File: src/rtl/q_update_scheduler_pkg.sv
// rtl/q_update_scheduler_pkg.sv - shared widths, tag record and helpers for the Q-update scheduler
package q_sched_pkg;

    localparam int FP_W = 32;

    function automatic int clog2(input int n);
        int r;
        r = 0;
        while ((1 << r) < n) r = r + 1;
        return r;
    endfunction

    // Requester ids are sized for the largest supported requester count (8).
    localparam int NREQ_MAX = 8;
    localparam int ID_W     = clog2(NREQ_MAX);

    typedef struct packed {
        logic            vld;
        logic [ID_W-1:0] id;
    } tag_t;

endpackage

File: src/rtl/q_update_scheduler_rr_arbiter.sv
// rtl/q_update_scheduler_rr_arbiter.sv - combinational round-robin arbiter starting at ptr_i
module rr_arbiter
    import q_sched_pkg::*;
#(
    parameter int NREQ = 4
) (
    input  logic [NREQ-1:0] req_i,
    input  logic [ID_W-1:0] ptr_i,
    input  logic            en_i,
    output logic [NREQ-1:0] grant_o,
    output logic [ID_W-1:0] id_o
);

    logic any;

    // Scan from farthest to nearest so the requester closest to ptr_i wins.
    always_comb begin
        any  = 1'b0;
        id_o = '0;
        for (int k = NREQ - 1; k >= 0; k--) begin
            for (int i = 0; i < NREQ; i++) begin
                if (req_i[i] && (((int'(ptr_i) + k) % NREQ) == i)) begin
                    any  = 1'b1;
                    id_o = ID_W'(i);
                end
            end
        end
        grant_o = '0;
        for (int i = 0; i < NREQ; i++) begin
            grant_o[i] = en_i && any && (id_o == ID_W'(i));
        end
    end

endmodule

File: src/rtl/q_update_scheduler.sv
// rtl/q_update_scheduler.sv - shares one Q-function datapath among NREQ requesters
module q_update_scheduler
    import q_sched_pkg::*;
#(
    parameter int NREQ           = 4,
    parameter int DP_LATENCY     = 12,
    parameter int ISSUE_INTERVAL = 4
) (
    input  logic                 aclk,
    input  logic                 aresetn,
    input  logic [NREQ-1:0]      req_valid,
    output logic [NREQ-1:0]      req_ready,
    input  logic [NREQ*FP_W-1:0] req_x,
    input  logic [NREQ*FP_W-1:0] req_t,
    input  logic [NREQ*FP_W-1:0] req_n,
    input  logic [NREQ*FP_W-1:0] req_alpha,
    output logic [NREQ-1:0]      rsp_valid,
    output logic [FP_W-1:0]      rsp_q,
    output logic [FP_W-1:0]      dp_x,
    output logic [FP_W-1:0]      dp_t,
    output logic [FP_W-1:0]      dp_n,
    output logic [FP_W-1:0]      dp_alpha,
    output logic                 dp_valid,
    input  logic [FP_W-1:0]      dp_q,
    output logic                 busy
);

    localparam int CD_W = (ISSUE_INTERVAL > 1) ? clog2(ISSUE_INTERVAL) : 1;

    logic [ID_W-1:0]  ptr_q, ptr_d;
    logic [CD_W-1:0]  cool_q, cool_d;
    logic             dpv_q;
    logic [ID_W-1:0]  dp_id_q;
    logic [FP_W-1:0]  x_q, t_q, n_q, a_q, res_q;
    logic [NREQ-1:0]  rsp_valid_q, rsp_valid_d;
    tag_t             tag_q [DP_LATENCY];

    logic             issue_en, xfer;
    logic [NREQ-1:0]  grant;
    logic [ID_W-1:0]  gnt_id;
    logic [FP_W-1:0]  sel_x, sel_t, sel_n, sel_a;

    assign issue_en = (cool_q == '0);

    rr_arbiter #(.NREQ(NREQ)) u_arb (
        .req_i   (req_valid),
        .ptr_i   (ptr_q),
        .en_i    (issue_en),
        .grant_o (grant),
        .id_o    (gnt_id)
    );

    // Gated by reset so ready reads 0 while the block is held in reset.
    assign req_ready = grant & {NREQ{aresetn}};
    assign xfer      = |(req_valid & req_ready);

    always_comb begin
        sel_x = '0;
        sel_t = '0;
        sel_n = '0;
        sel_a = '0;
        for (int i = 0; i < NREQ; i++) begin
            if (grant[i]) begin
                sel_x = req_x[i*FP_W +: FP_W];
                sel_t = req_t[i*FP_W +: FP_W];
                sel_n = req_n[i*FP_W +: FP_W];
                sel_a = req_alpha[i*FP_W +: FP_W];
            end
        end
    end

    always_comb begin
        ptr_d  = ptr_q;
        cool_d = cool_q;
        if (xfer) begin
            ptr_d  = (int'(gnt_id) == NREQ - 1) ? '0 : gnt_id + ID_W'(1);
            cool_d = CD_W'(ISSUE_INTERVAL - 1);
        end else if (cool_q != '0) begin
            cool_d = cool_q - CD_W'(1);
        end
    end

    always_comb begin
        rsp_valid_d = '0;
        for (int i = 0; i < NREQ; i++) begin
            rsp_valid_d[i] = tag_q[DP_LATENCY-1].vld && (tag_q[DP_LATENCY-1].id == ID_W'(i));
        end
    end

    always_ff @(posedge aclk or negedge aresetn) begin
        if (!aresetn) begin
            ptr_q       <= '0;
            cool_q      <= '0;
            dpv_q       <= 1'b0;
            dp_id_q     <= '0;
            x_q         <= '0;
            t_q         <= '0;
            n_q         <= '0;
            a_q         <= '0;
            res_q       <= '0;
            rsp_valid_q <= '0;
            for (int k = 0; k < DP_LATENCY; k++) tag_q[k] <= '0;
        end else begin
            ptr_q       <= ptr_d;
            cool_q      <= cool_d;
            dpv_q       <= xfer;
            rsp_valid_q <= rsp_valid_d;
            if (xfer) begin
                dp_id_q <= gnt_id;
                x_q     <= sel_x;
                t_q     <= sel_t;
                n_q     <= sel_n;
                a_q     <= sel_a;
            end
            // Slot DP_LATENCY-1 lines up with the cycle dp_q holds that issue's result.
            tag_q[0] <= '{vld: dpv_q, id: dp_id_q};
            for (int k = 1; k < DP_LATENCY; k++) tag_q[k] <= tag_q[k-1];
            if (tag_q[DP_LATENCY-1].vld) res_q <= dp_q;
        end
    end

    always_comb begin
        busy = dpv_q;
        for (int k = 0; k < DP_LATENCY; k++) busy = busy | tag_q[k].vld;
    end

    assign dp_x      = x_q;
    assign dp_t      = t_q;
    assign dp_n      = n_q;
    assign dp_alpha  = a_q;
    assign dp_valid  = dpv_q;
    assign rsp_valid = rsp_valid_q;
    assign rsp_q     = res_q;

endmodule

File: config.mk
export PLATFORM = sky130hd
export DESIGN_NAME = q_update_scheduler
export DESIGN_NICKNAME = d
export VERILOG_FILES = /design/src/rtl/q_update_scheduler_pkg.sv /design/src/rtl/q_update_scheduler_rr_arbiter.sv /design/src/rtl/q_update_scheduler.sv
export SDC_FILE = /design/constraint.sdc
export NUM_CORES = 1
export LEC_CHECK = 0
export ABC_CLOCK_PERIOD_IN_PS = 2800
export CAP_MARGIN = 0
export CORE_AREA = 2 2 281 283
export CTS_CLUSTER_SIZE = 20
export DETAILED_ROUTE_END_ITERATION = 16
export DIE_AREA = 0 0 283 285
export GPL_ROUTABILITY_DRIVEN = 0
export PLACE_DENSITY = 0.51
export SYNTH_ARGS = -nofsm -noshare
export SYNTH_HDL_FRONTEND = slang
export SYNTH_SLANG_ARGS = --single-unit
File: constraint.sdc
create_clock -name aclk -period 2.8 [get_ports aclk]
set_input_delay 0.56 -clock aclk [delete_from_list [all_inputs] [get_ports aclk]]
set_output_delay 0.56 -clock aclk [all_outputs]
set_load 0.02 [all_outputs]
# Word level (Yosys, flattened, before mapping)
# Index checks and enable logic that the tools add are counted.
# op_classes
n_eq_ne	19
div_mod_pow	0
n_mux	50
magnitude_cmp	0
n_bitwise	17
n_reduce_logical	38
mul	0
add_sub_neg	5
shifts	0
# op_table
cell	count
32-bit 2-to-1 mux	16
32-bit logical NOT	4
2-bit 2-to-1 mux	17
1-bit logical AND	25
3-bit equality test (second input constant)	7
1-bit 2-to-1 mux	17
3-bit by 2-bit equality test with 1-bit output (second input constant)	5
1-bit OR	12
4-bit AND	2
2-bit equality test (second input constant)	4
3-bit logical NOT	2
2-bit OR reduction	3
2-bit by 1-bit adder with 2-bit output (second input constant)	2
2-bit adder (second input constant)	2
2-bit by 1-bit equality test with 1-bit output (second input constant)	2
2-bit nonzero test	2
4-bit OR reduction	1
1-bit AND (first input constant)	3
3-bit by 1-bit equality test with 1-bit output (second input constant)	1
2-bit logical NOT	1
2-bit by 1-bit subtractor with 2-bit output (second input constant)	1
# totals
latch_bits	0
mem_bits_ro	0
memories	0
input_bits	550
ramBits	0
regBits	220

# Depth between registers and ports, before layout
# depth
depth_word	27
ltp_mapped	14
mapped_depth_nobuf	10

# Hierarchy
# From an unflattened synthesis, not the netlist that was laid out.
# unflattened
cells_unflattened	930
hier_area_um2	10116.0
# by_module_without_submodules
mod	cells_each	area_per_inst_um2	instances
q_update_scheduler	912	9990.8	1
rr_arbiter	18	125.1	1

# Least setup slack after synthesis
# Ideal clock, no wire load.
# synth_timing
path_type	input-to-output
from	input port req_valid[1]
to	output port req_ready[3]
n_path_buf	3
path_stages	8
path_slack_ps	-196
arrival_time_ps	2436
required_ps	2240
cell_sequence	clkbuf_1 > nand2b_1 > a21oi_1 > a211oi_1 > ha_1 > clkbuf_1 > clkbuf_1 > and3_1
# synth_between
elab_chain_cells	19
word_cells_on_any_way	38
# synth_rtl
element	line	rtl
start, declared	q_update_scheduler.sv:11	input logic [NREQ-1:0] req_valid,
1-bit logical AND	q_update_scheduler_rr_arbiter.sv:22	if (req_i[i] && (((int'(ptr_i) + k) % NREQ) == i)) begin
1-bit 2-to-1 mux	q_update_scheduler_rr_arbiter.sv:22	
2-bit 2-to-1 mux or 1-bit 2-to-1 mux (tied branches) (14 in a row)	q_update_scheduler_rr_arbiter.sv:22	
2-bit equality test or 1-bit logical AND (tied branches)	q_update_scheduler_rr_arbiter.sv:30	grant_o[i] = en_i && any && (id_o == ID_W'(i));
1-bit logical AND *	q_update_scheduler_rr_arbiter.sv:30	
4-bit AND *	q_update_scheduler.sv:54	assign req_ready = grant & {NREQ{aresetn}};
end, declared	q_update_scheduler.sv:12	output logic [NREQ-1:0] req_ready,
# Mark *: on every way between the ends. The rest lies on a longest branch, timed or not.

# Worst setup path after layout
# layout_timing
from	input port req_valid[3]
to	output port req_ready[2]
# layout_between
elab_chain_cells	17
word_cells_on_any_way	34
# layout_rtl
element	line
1-bit logical AND	q_update_scheduler_rr_arbiter.sv:22
2-bit 2-to-1 mux or 1-bit 2-to-1 mux (tied branches) (13 in a row)	q_update_scheduler_rr_arbiter.sv:22
2-bit equality test or 1-bit logical AND (tied branches)	q_update_scheduler_rr_arbiter.sv:30
1-bit logical AND *	q_update_scheduler_rr_arbiter.sv:30
4-bit AND *	q_update_scheduler.sv:54
# Marked as above.

==> results.yml <==
routing:
  wl_met1_mm: 22.6
  vias: 12000
  ant_nets: 0
  routedWlPerCell_um: 18.9
  firstDrtPassIters: 5
  drc: 0
  wl_met2_mm: 27.6
  wl_met3_mm: 4.62
  routed.top_layer: "met5"
  detail_route.iter0.violations: 394
  avgViaCountPerCell: 4.05
  wl_mm: 56.0
final_layout:
  regArea_um2: 5180
  stdcell_area_um2: 21000
  drive_gt1_share_pct: 9.08
  fillers: 8238
  multiInputGateArea_um2: 4990
  diodes: 0
  nets: 2451
  area_growth_pct: 88.4
power:
  ir_drop_uv: 419
  swShare_pct: 38.5
  p_leak_nw: 8.47
  power_frac_comb_pct: 49.6
  intPower_w: 0.0101
  p_switching_w: 0.00631
  seq_power_share_pct: 26.8
  clkPwrFrac_pct: 23.5
  powerDensity_nw_per_um2: 783
sta:
  finalSetupViolations: 0
  worst_pin_slew_ns: 0.749
  min_period_over_period_pct: 97.3
  skew_ns: 0.0162
  grt_setup_unrepaired: "false"
  slew_violations: 0
  fin_crit_ns: 2.72
  hold_slack_ns: 0.345
  hold_violations: 0
  relSlewSlack_pct: 50.1
  fmax_mhz: 367
global_route:
  grt_max_degree: 74
  grt_usage_pct: 13.3
  antenna_found_initial: 4
  grt_remaining_overflow: 0
  grt_pass1_wl_mm: 82.5
  grt_pass1_vias: 12900
floorplanning:
  rows: 103
  io_pins: 720
  fp.dieArea_um2: 80700
  die_x_um: 283
  coreArea_um2: 78000
  initial_core_util_pct: 14.3
  die_h_um: 285
min_path:
  hold_depth: 0
  holdCritStartpoint: "tag_q[37]"
  whs_endpoint: "tag_q[33]"
  min_path_type: "flop to flop"
cts:
  tritoncts: "done"
  clk_pin_slew_ns: 0.06
  cts_buffers: 28
  clockBufferDepth: 3
  htree_levels: 1
  root_buffer: "clkbuf_16"
  clk_latency_ns: 0.58
  cts.sinks: 207
synthesis:
  synthCells: 1178
  ys_seq_elements: 207
  yosysWarnings: 0
  synth_edf_count: 0
  syn_nets: 1731
  ys_seq_area_share_pct: 46.6
  netlist_area_um2: 11100
  synth_flop_cell: "dfrtp_1"
  synth_area_per_cell_um2: 9.45
  async_flop_share_pct: 100
  synth.distinct_cells: 40
critical_path:
  path_depth: 6
  cpLargestDelayFamily: "buffers and inverters"
  reg2reg_to: "dp_alpha[31]"
  r2r-start: "ptr_q[1]"
  end_kind: "output pin"
  cp-start-kind: "input port"
  cpPeakStageDelay_ns: 0.53
  worst-path-buf-inv: 3
  ff2ff_setup_slack_ns: 0.08
  crit_fanout: 6
  cp.arrival_ns: 2.16
  path_class: "input port to output pin"
  ff2ff_path_depth: 12
  cp_slowest_cell: "clkdlybuf4s50_1"
  cp.required_ns: 2.24
  path_cells: "clkdlybuf4s50_1 > buf_4 > a211oi_1 > o31a_2 > and3_1 > clkdlybuf4s15_1"
place:
  placed_area_um2: 19900
  numPortBuffers: 719
  dp_hpwl_mm: 43.9
status:
  outcome: "finished clean"
job:
  maxCapViolations: 0
==> what timing repair did <==
item / CTS / global route
resized for setup: 12 / 13
pin swaps: 1 / 2
hold buffers: 1 / 0
buffers inserted: 1 / 2
setup endpoints to repair: 4 / 4
hold endpoints to repair: 37 / 0
==> placed cells by master, fill, tap and decap left out, types with 6 or more instances in the layout <==
| cell | count |
|---|---|
| inv_1 | 132 |
| buf_4 | 61 |
| a22oi_1 | 129 |
| a21oi_1 | 131 |
| clkbuf_16 | 28 |
| nand2_1 | 132 |
| clkbuf_8 | 6 |
| clkdlybuf4s50_1 | 714 |
| dfrtp_1 | 205 |
| mux2i_1 | 129 |
| buf_12 | 16 |
| mux2_2 | 32 |
| a31oi_1 | 128 |
==> cell families after synthesis <==
| family | Yosys count | synth area share (%) |
|---|---|---|
| multiplexers | 163 | 15.0 |
| AND/OR/NAND/NOR | 160 | 5.99 |
| flip-flops | 207 | 46.6 |
| adder cells (fa/ha/maj) | 3 | 0.337 |
| buffers and inverters | 242 | 9.29 |
| AO/OA/AOI/OAI | 402 | 22.7 |
| XOR/XNOR | 1 | 0.0787 |
==> power by group through the flow <==
stage,Sequential [W],Clock [W],Combinational (W)
floorplan,0.00511,0,0.00339
global placement,0.00442,0,0.00815
detailed placement,0.00445,0,0.00819
CTS,0.00442,0.00402,0.00821
global route,0.00452,0.00413,0.00878
finish,0.00440,0.00386,0.00815
==> Yosys cell counts, types with 4 or more instances <==
| cell type | count | area, µm² |
|---|---|---|
| buf_4 | 8 | 60.1 |
| o21ai_0 | 4 | 20.0 |
| buf_2 | 31 | 155 |
| buf_1 | 5 | 18.8 |
| mux2_2 | 32 | 360 |
| inv_1 | 134 | 503 |
| a21oi_1 | 131 | 656 |
| dfrtp_1 | 207 | 5180 |
| nand2_1 | 132 | 495 |
| a22oi_1 | 129 | 968 |
| buf_8 | 4 | 60.1 |
| mux2i_1 | 129 | 1290 |
| a31oi_1 | 128 | 801 |
| clkbuf_1 | 58 | 218 |
| and3_1 | 6 | 37.5 |
| nor2_1 | 5 | 18.8 |
==> how the worst max path moves through the flow <==
| stage | from | to | slack, ns |
|---|---|---|---|
| after global routing | ptr_q[1] | req_ready[3] | 0.001 |
| after detailed placement | req_valid[3] | dp_t[25] | -0.43 |
| final | req_valid[3] | req_ready[2] | 0.08 |
| after global placement | req_valid[0] | req_ready[0] | -0.39 |
| after CTS | ptr_q[1] | req_ready[0] | -0.04 |
| after floorplan | req_valid[1] | req_ready[3] | 0.03 |
==> sequential cells by signal (all words and copies together), names as in the netlist <==
name	cells
dp_id_q	2
dp_valid	1
dp_t	32
ptr_q	2
dp_alpha	32
rsp_valid	4
cool_q	2
rsp_q	32
dp_x	32
dp_n	32
tag_q	36
==> layer usage <==
| layer | global-route usage [%] | up-vias |
|---|---|---|
| met4 | 3.02 | 8 |
| met5 | 0 | - |
| met1 | 15.7 | 5792 |
| met3 | 4.07 | 62 |
| li1 | - | 5635 |
| met2 | 23.4 | 513 |
==> through the flow <==
step	utilization, %	std cells	worst slack (ns)	power (W)	TNS, ns
6_report	26.9	2966	0.0765	0.0164	0
4_1_cts	26.8	2964	-0.0399	0.0167	-0.0399
2_1_floorplan	-	1178	0.0256	0.00850	0
5_1_grt	26.9	2966	0.00143	0.0174	0
3_5_place_dp	25.6	2914	-0.432	0.0126	-45.49
3_3_place_gp	25.6	2914	-0.392	0.0126	-42.74
==> layout make-up <==
type	count	share of cell area, %
Sequential cell	207	24.7
Timing Repair Buffer	798	38.1
Clock buffer	37	3.79
Multi-Input combinational cell	729	23.8
Inverter	134	2.40
Clock inverter	11	0.925
Tap cell	1050	6.27
==> worst register-to-register path, cell delays in order (launching register included) <==
cell	delay [ns]
dfrtp_2	0.44
buf_6	0.14
o21ai_0	0.07
a211oi_1	0.26
buf_4	0.18
inv_2	0.04
ha_4	0.16
a22oi_1	0.19
nor2_1	0.09
a41o_4	0.31
buf_12	0.20
mux2i_1	0.35
a31oi_1	0.18
(Power assumes the default switching activity.)
